File: config.mk
export PLATFORM = sky130hd
export DESIGN_NAME = aes_enc_sequencer_flat
export DESIGN_NICKNAME = d
export VERILOG_FILES = /design/src/rtl/aes_enc_sequencer_if.sv /design/src/rtl/aes_enc_sequencer.sv /design/src/flat_wrapper.sv
export SDC_FILE = /design/constraint.sdc
export NUM_CORES = 1
export LEC_CHECK = 0
export BUFFER_PORTS_ARGS = -buffer_cell sky130_fd_sc_hd__buf_2
export CORE_AREA = 5 5 607 609
export DETAILED_ROUTE_END_ITERATION = 10
export DIE_AREA = 0 0 612 614
export PLACE_DENSITY = 0.3
export SYNTH_ARGS = -nofsm -noshare
export SYNTH_HDL_FRONTEND = slang
export SYNTH_SLANG_ARGS = --single-unit
File: constraint.sdc
create_clock -name clk -period 56.1 [get_ports clk]
set_input_delay 2.805 -clock clk [delete_from_list [all_inputs] [get_ports clk]]
set_output_delay 2.805 -clock clk [all_outputs]
set_load 0.02 [all_outputs]
File: src/rtl/aes_enc_sequencer_if.sv
// Handshake bundle between the AES sequencer, its producer/consumer and the round controller.
// slave = sequencer side, master = environment (producer, consumer, core) side.
interface aes_enc_sequencer_if #(
  parameter int DATA_W = 128
);
  logic              in_valid;
  logic              in_ready;
  logic [DATA_W-1:0] in_pt_s0;
  logic [DATA_W-1:0] in_pt_s1;
  logic [DATA_W-1:0] in_key_s0;
  logic [DATA_W-1:0] in_key_s1;
  logic              core_start;
  logic [DATA_W-1:0] core_pt_s0;
  logic [DATA_W-1:0] core_pt_s1;
  logic [DATA_W-1:0] core_key_s0;
  logic [DATA_W-1:0] core_key_s1;
  logic              core_done;
  logic [DATA_W-1:0] core_ct_s0;
  logic [DATA_W-1:0] core_ct_s1;
  logic              out_valid;
  logic              out_ready;
  logic [DATA_W-1:0] out_ct_s0;
  logic [DATA_W-1:0] out_ct_s1;
  logic              busy;
  logic              err;

  modport slave (
    input  in_valid, in_pt_s0, in_pt_s1, in_key_s0, in_key_s1,
    output in_ready,
    output core_start, core_pt_s0, core_pt_s1, core_key_s0, core_key_s1,
    input  core_done, core_ct_s0, core_ct_s1,
    output out_valid, out_ct_s0, out_ct_s1,
    input  out_ready,
    output busy, err
  );

  modport master (
    output in_valid, in_pt_s0, in_pt_s1, in_key_s0, in_key_s1,
    input  in_ready,
    input  core_start, core_pt_s0, core_pt_s1, core_key_s0, core_key_s1,
    output core_done, core_ct_s0, core_ct_s1,
    input  out_valid, out_ct_s0, out_ct_s1,
    output out_ready,
    input  busy, err
  );
endinterface

File: src/rtl/aes_enc_sequencer.sv
// Valid/ready front/back end for the masked AES core: loads 2-share pt/key, pulses start, captures 2-share ct.
// Optional RUN-state watchdog compiled in with `define AES_SEQ_WATCHDOG_EN.
module aes_enc_sequencer #(
  parameter int DATA_W          = 128,
  parameter int WATCHDOG_CYCLES = 64
) (
  input logic                 clk,
  input logic                 rst,
  aes_enc_sequencer_if.slave  bus
);

  localparam logic [1:0] S_IDLE = 2'd0;
  localparam logic [1:0] S_LOAD = 2'd1;
  localparam logic [1:0] S_RUN  = 2'd2;
  localparam logic [1:0] S_OUT  = 2'd3;

  if (WATCHDOG_CYCLES < 1 || WATCHDOG_CYCLES > 255) begin : g_bad_wd
    $error("WATCHDOG_CYCLES must be within 1..255");
  end

  logic [1:0]        r_state;
  logic [1:0]        w_state_nxt;
  logic [DATA_W-1:0] r_pt_s0, r_pt_s1, r_key_s0, r_key_s1;
  logic [DATA_W-1:0] r_ct_s0, r_ct_s1;
  logic              w_accept;
  logic              w_capture;
  logic              w_release;
  logic              w_abort;

  assign w_accept  = (r_state == S_IDLE) & bus.in_valid;
  // core_done only counts in RUN; a done still high from the previous operation is ignored elsewhere
  assign w_capture = (r_state == S_RUN) & bus.core_done;
  assign w_release = (r_state == S_OUT) & bus.out_ready;

`ifdef AES_SEQ_WATCHDOG_EN
  localparam logic [7:0] WD_LIMIT = 8'(WATCHDOG_CYCLES);

  logic [7:0] r_cnt;
  logic [7:0] w_cnt_inc;
  logic       r_err;

  assign w_cnt_inc = (r_cnt == 8'hFF) ? r_cnt : r_cnt + 8'd1;
  assign w_abort   = (r_state == S_RUN) & ~bus.core_done & (w_cnt_inc >= WD_LIMIT);

  always_ff @(posedge clk or posedge rst) begin
    if (rst) begin
      r_cnt <= 8'd0;
      r_err <= 1'b0;
    end else begin
      if (w_accept)
        r_cnt <= 8'd0;
      else if (r_state == S_RUN)
        r_cnt <= w_cnt_inc;
      if (w_accept)
        r_err <= 1'b0;
      else if (w_abort)
        r_err <= 1'b1;
    end
  end

  assign bus.err = r_err;
`else
  assign w_abort = 1'b0;
  assign bus.err = 1'b0;
`endif

  always_comb begin
    w_state_nxt = r_state;
    case (r_state)
      S_IDLE:  if (w_accept) w_state_nxt = S_LOAD;
      S_LOAD:  w_state_nxt = S_RUN;
      S_RUN:   if (w_capture) w_state_nxt = S_OUT;
               else if (w_abort) w_state_nxt = S_IDLE;
      S_OUT:   if (w_release) w_state_nxt = S_IDLE;
      default: w_state_nxt = S_IDLE;
    endcase
  end

  always_ff @(posedge clk or posedge rst) begin
    if (rst) r_state <= S_IDLE;
    else     r_state <= w_state_nxt;
  end

  // Shares travel in separate registers and are never recombined here
  always_ff @(posedge clk or posedge rst) begin
    if (rst) begin
      r_pt_s0  <= '0;
      r_pt_s1  <= '0;
      r_key_s0 <= '0;
      r_key_s1 <= '0;
    end else if (w_accept) begin
      r_pt_s0  <= bus.in_pt_s0;
      r_pt_s1  <= bus.in_pt_s1;
      r_key_s0 <= bus.in_key_s0;
      r_key_s1 <= bus.in_key_s1;
    end else if (w_abort) begin
      r_pt_s0  <= '0;
      r_pt_s1  <= '0;
      r_key_s0 <= '0;
      r_key_s1 <= '0;
    end
  end

  always_ff @(posedge clk or posedge rst) begin
    if (rst) begin
      r_ct_s0 <= '0;
      r_ct_s1 <= '0;
    end else if (w_capture) begin
      r_ct_s0 <= bus.core_ct_s0;
      r_ct_s1 <= bus.core_ct_s1;
    end else if (w_abort) begin
      r_ct_s0 <= '0;
      r_ct_s1 <= '0;
    end
  end

  assign bus.in_ready    = (r_state == S_IDLE);
  assign bus.core_start  = (r_state == S_LOAD);
  assign bus.out_valid   = (r_state == S_OUT);
  assign bus.busy        = (r_state != S_IDLE);
  assign bus.core_pt_s0  = r_pt_s0;
  assign bus.core_pt_s1  = r_pt_s1;
  assign bus.core_key_s0 = r_key_s0;
  assign bus.core_key_s1 = r_key_s1;
  assign bus.out_ct_s0   = r_ct_s0;
  assign bus.out_ct_s1   = r_ct_s1;

endmodule

File: src/flat_wrapper.sv
// flat-port wrapper written by rule: the top's interface ports become plain ports
module aes_enc_sequencer_flat 
#(
  parameter int DATA_W          = 128,
  parameter int WATCHDOG_CYCLES = 64
)
  (clk, rst, bus_in_valid, bus_in_pt_s0, bus_in_pt_s1, bus_in_key_s0, bus_in_key_s1, bus_in_ready, bus_core_start, bus_core_pt_s0, bus_core_pt_s1, bus_core_key_s0, bus_core_key_s1, bus_core_done, bus_core_ct_s0, bus_core_ct_s1, bus_out_valid, bus_out_ct_s0, bus_out_ct_s1, bus_out_ready, bus_busy, bus_err);
  aes_enc_sequencer_if #(.DATA_W(DATA_W)) bus_i ();
  input logic clk;
  input logic rst;
  input wire logic [$bits(bus_i.in_valid)-1:0] bus_in_valid;
  input wire logic [$bits(bus_i.in_pt_s0)-1:0] bus_in_pt_s0;
  input wire logic [$bits(bus_i.in_pt_s1)-1:0] bus_in_pt_s1;
  input wire logic [$bits(bus_i.in_key_s0)-1:0] bus_in_key_s0;
  input wire logic [$bits(bus_i.in_key_s1)-1:0] bus_in_key_s1;
  output wire logic [$bits(bus_i.in_ready)-1:0] bus_in_ready;
  output wire logic [$bits(bus_i.core_start)-1:0] bus_core_start;
  output wire logic [$bits(bus_i.core_pt_s0)-1:0] bus_core_pt_s0;
  output wire logic [$bits(bus_i.core_pt_s1)-1:0] bus_core_pt_s1;
  output wire logic [$bits(bus_i.core_key_s0)-1:0] bus_core_key_s0;
  output wire logic [$bits(bus_i.core_key_s1)-1:0] bus_core_key_s1;
  input wire logic [$bits(bus_i.core_done)-1:0] bus_core_done;
  input wire logic [$bits(bus_i.core_ct_s0)-1:0] bus_core_ct_s0;
  input wire logic [$bits(bus_i.core_ct_s1)-1:0] bus_core_ct_s1;
  output wire logic [$bits(bus_i.out_valid)-1:0] bus_out_valid;
  output wire logic [$bits(bus_i.out_ct_s0)-1:0] bus_out_ct_s0;
  output wire logic [$bits(bus_i.out_ct_s1)-1:0] bus_out_ct_s1;
  input wire logic [$bits(bus_i.out_ready)-1:0] bus_out_ready;
  output wire logic [$bits(bus_i.busy)-1:0] bus_busy;
  output wire logic [$bits(bus_i.err)-1:0] bus_err;
  assign bus_i.in_valid = bus_in_valid;
  assign bus_i.in_pt_s0 = bus_in_pt_s0;
  assign bus_i.in_pt_s1 = bus_in_pt_s1;
  assign bus_i.in_key_s0 = bus_in_key_s0;
  assign bus_i.in_key_s1 = bus_in_key_s1;
  assign bus_in_ready = bus_i.in_ready;
  assign bus_core_start = bus_i.core_start;
  assign bus_core_pt_s0 = bus_i.core_pt_s0;
  assign bus_core_pt_s1 = bus_i.core_pt_s1;
  assign bus_core_key_s0 = bus_i.core_key_s0;
  assign bus_core_key_s1 = bus_i.core_key_s1;
  assign bus_i.core_done = bus_core_done;
  assign bus_i.core_ct_s0 = bus_core_ct_s0;
  assign bus_i.core_ct_s1 = bus_core_ct_s1;
  assign bus_out_valid = bus_i.out_valid;
  assign bus_out_ct_s0 = bus_i.out_ct_s0;
  assign bus_out_ct_s1 = bus_i.out_ct_s1;
  assign bus_i.out_ready = bus_out_ready;
  assign bus_busy = bus_i.busy;
  assign bus_err = bus_i.err;
  aes_enc_sequencer #(.DATA_W(DATA_W), .WATCHDOG_CYCLES(WATCHDOG_CYCLES)) u_core (.clk(clk), .rst(rst), .bus(bus_i));
endmodule
; ---- Word level (Yosys, flattened, before mapping)
; Index checks and enable logic that the tools add are counted.
[word_totals]
word_cells = 23
in_bits = 773
register_bits = 770
out_inout_bits = 773
[op_classes]
muxes = 4
n_bitwise = 3
n_eq_ne = 6
n_reduce_logical = 3
[op_table]
columns = operator, n
row1 = case mux 2 bit (4 select lines), 1
row2 = two-way mux 2 bit, 3
row3 = inequality test 2 x 1 -> 1 bit (second input constant), 3
row4 = equality test 2 bit (second input constant), 2
row5 = AND 1 bit, 3
row6 = AND reduction 3 bit, 1
row7 = equality test 2 x 1 -> 1 bit (second input constant), 1
row8 = logical NOT 2 bit, 1
row9 = nonzero test 2 bit, 1

; ---- Depth between registers and ports, before layout
[depth]
ltp_word = 4
mapped_depth = 6
ltp_nobuf = 4

; ---- Worst setup path before layout
; No wires, ideal clock.
[synth_path]
kind = register to output
start = register u_core.r_state[0]
end = output bus_busy
setup_slack_ns = 52.317
path_stages_with_launch = 4
path_buffers = 0
arrival_ns = 0.978
required_time_ns = 53.295
cell_sequence = dfrtp_1 > inv_1 > ha_1 > inv_1
[synth_between]
elab_chain_len = 1
[synth_rtl]
columns = item, line_no
row1 = start: declaration, aes_enc_sequencer.sv:21  ; logic [1:0] r_state;
row2 = start signal: assignment, aes_enc_sequencer.sv:81  ; else r_state <= w_state_nxt;
row3 = nonzero test 2 bit, aes_enc_sequencer.sv:120  ; assign bus.busy = (r_state != S_IDLE);
row4 = end: declaration, flat_wrapper.sv:29  ; output wire logic [$bits(bus_i.busy)-1:0] bus_busy;
; Every way passes these cells.

; ---- Final worst setup path
[layout_path]
start = input bus_core_done
end = register u_core.r_ct_s0[117] (netlist: u_core.bus.out_ct_s0[117])
[layout_between]
elab_chain_len = 1
[layout_rtl]
columns = item, line_no
row1 = start: declaration, flat_wrapper.sv:22  ; input wire logic [$bits(bus_i.core_done)-1:0] bus_core_done;
row2 = AND 1 bit, aes_enc_sequencer.sv:32  ; assign w_capture = (r_state == S_RUN) & bus.core_done;
row3 = end signal: assignment, aes_enc_sequencer.sv:109  ; r_ct_s0 <= bus.core_ct_s0;
row4 = end: declaration, aes_enc_sequencer.sv:24  ; logic [DATA_W-1:0] r_ct_s0, r_ct_s1;
; Every way passes these cells.
; A chain may end at the register's enable or synchronous reset.

==> impl_metrics.csv <==
group,metric,value,unit
status,outcome,"finished clean",
grt,grt_overflow_total,0,
power_and_ir_drop,power.density,69.5,nW/um2
synthesis,ys_warn_count,0,
route,vias_per_cell,2.71,
clocking,cts_made_buffers,113,
clocking,htreeDepth,3,
route,vias,22095,
worst_setup_path,path_max_fanout,75,
finish,fin_util,12.7,%
sta,finalSetupViolCount,0,
finish,num-nets-final,4011,
sta,max_freq,166,MHz
job,timing.max_cap.violations,0,
clocking,clkLatencyLatePin,0.82,ns
floorplanning,pin_count,1546,
floorplanning,placementRows,221,
synthesis,avgSynthCellArea,17.6,um2
sta,hold_slack,0.498,ns
finish,syn2layout_area_growth,59.6,%
sta,worst_pin_slew,1.11,ns
power_and_ir_drop,p_leak,0.0206,uW
grt,first_global_vias,22899,
clocking,cts_hold_buffers,0,
grt,antenna_found_initial,269,
synthesis,synthTopCellsByArea,"dfrtp_1 67%, mux2_2 30%, buf_6 2.1%, buf_2 0.54%, ha_1 0.17%",
floorplanning,start_util,7.96,%
worst_setup_path,worstPathArrival,6.71,ns
sta,slew_headroom,26.2,%
worst_setup_path,worstSetupPathType,"input port to register",
sta,maxSlewViolCount,0,
worst_setup_path,cp-start-kind,"input port",
clocking,cts_resized,0,
clocking,cts_tree,"yes",
sta,clock-skew-final,0.0283,ns
sta,hold_viol,0,
floorplanning,dieHeight,614,um
sta,fin_setup_tns,0,ns
power_and_ir_drop,ir_worst_vdd,26.2,uV
floorplanning,core-area,362000,um2
synthesis,yosysSeqAreaShare,66.9,%
route,drc,0,
worst_setup_path,end_kind,"register",
finish,layout-drive-gt1-share,75.9,%
clocking,cts_buffer_depth,4,
synthesis,synth_cells,1640,
finish,multi_input_area,8770,um2
place,place_area,42000,um2
sta,fin_crit,6.02,ns
synthesis,syn-cell-area,28800,um2
floorplanning,die_area,376000,um2
place,gp_congestion,0.798,
route,ant_nets,0,
grt,grt_pass1_wl,297,mm
hold_path,worstHoldPathType,"register to register",
clocking,path_clk_slew,0.05,ns
route,wl,246,mm
finish,n_fill_cell,41086,
sta,post-route-period-util,10.7,%
synthesis,ys_ff_latch,770,
synthesis,yosys.area.top_type,"dfrtp_1",
synthesis,yosysTopAreaCellShare,66.9,%
worst_setup_path,regToRegSetupSlack,51.29,ns
finish,register_area,19300,um2
synthesis,synth.distinct_cells,13,
place,io_buffers,1544,
route,dr.pass1.iters,6,
worst_setup_path,required,56.79,ns
place,place_hpwl,216,mm
floorplanning,fp.dieW,612,um
clocking,post-cts-setup-buffer-count,0,
sta,rsz0062_at_grt,"no",
synthesis,syn_nets,2417,
finish,postLayoutCellArea,46000,um2
grt,grt_use_total,12.5,%
clocking,cts-root-buf,"clkbuf_16",
grt,grt_max_degree,137,
clocking,cts_num_sinks,770,
route,routedWlPerCell,30.1,um
route,drtIter0Drc,908,
[cells in the mapped netlist]
master,n
buf_4,1
conb_1,1
mux2_2,769
inv_1,6
a221oi_1,1
o32a_1,1
ha_1,4
buf_2,31
nor2b_1,1
dfrtp_1,770
nand2_2,1
buf_6,53
nand2_1,1
[layout make-up]
| type | instances | share of cell area (%) |
|---|---|---|
| clock inverter | 49 | 1.39 |
| timing repair buffer | 1564 | 17.2 |
| sequential | 770 | 41.9 |
| tap | 4794 | 13.0 |
| multi-input combinational | 779 | 19.1 |
| inverter | 6 | 0.0653 |
| antenna | 44 | 0.240 |
| clock buffer | 155 | 7.04 |
[metrics by stage]
step | std cells | setup slack, ns | power [uW]
2_1_floorplan | 1640 | 31.68 | 1740
3_3_place_gp | 7913 | 49.17 | 2510
3_5_place_dp | 7913 | 49.13 | 2520
4_1_cts | 8117 | 50.08 | 3320
5_1_grt | 8122 | 49.85 | 3370
6_report | 8161 | 50.08 | 3200
[layer usage]
layer	vias up	wire (um)	track usage (%)
li1	9089	-	-
met1	11190	84300	12.7
met2	1237	130000	23.4
met3	473	26100	6.03
met4	106	5030	2.03
met5	-	671	0
[path summary, 6_finish.rpt]
path / startpoint / endpoint / cells past startpoint
worst max-delay path: bus_core_done / u_core.bus.out_ct_s0[117] / 6
worst min-delay path: u_core.bus.core_key_s1[61] / u_core.bus.core_key_s1[61] / 1
worst max register to register: u_core.r_state[0] / u_core.bus.out_ct_s0[117] / 7
worst min register to register: u_core.bus.core_key_s1[61] / u_core.bus.core_key_s1[61] / 1
max in group asynchronous: rst / u_core.bus.core_key_s1[10] / 6
min in group asynchronous: rst / u_core.bus.out_ct_s1[48] / 2
[kinds of logic after synthesis]
kind of cell	share of synthesized area, %
buffers and inverters	2.72
AND/OR/NAND/NOR	0.0565
flip-flops	66.9
adder cells (fa/ha/maj)	0.174
other	0.0130
AO/OA/AOI/OAI	0.0652
multiplexers	30.1
[where the power goes]
part | switching, uW | total, uW | internal [uW]
sequential | 173 | 1020 | 843
clock | 299 | 765 | 465
combinational | 922 | 1410 | 492
total | 1390 | 3200 | 1800
[critical path, cell delays in order]
cell and delay [ns]:
buf_2 0.14, nand2_4 0.74, buf_4 0.74, buf_4 0.74, buf_4 0.88, mux2_2 0.42
[placed cells by master (no fill, tap or decap)]
| cell | count |
|---|---|
| buf_2 | 1544 |
| dfrtp_1 | 770 |
| mux2_2 | 769 |
| clkbuf_16 | 115 |
| diode_2 | 44 |
| clkbuf_8 | 21 |
| clkinv_2 | 20 |
| clkbuf_1 | 19 |
| buf_4 | 17 |
| bufinv_16 | 14 |
| clkinvlp_4 | 10 |
| inv_1 | 5 |
| inv_6 | 5 |
| ha_1 | 4 |
| buf_12 | 3 |
| inv_8 | 1 |
| nand2_4 | 1 |
| nand2_8 | 1 |
| nor2b_1 | 1 |
| a221oi_1 | 1 |
| o32a_1 | 1 |
| conb_1 | 1 |
[registers in the layout, indices dropped and copies added (netlist names)]
name and count:
u_core.bus.core_key_s0 128, u_core.bus.core_key_s1 128, u_core.bus.core_pt_s0 128, u_core.bus.core_pt_s1 128, u_core.bus.out_ct_s0 128, u_core.bus.out_ct_s1 128
u_core.r_state 2
Note: power is estimated with default switching activity, not from simulation.
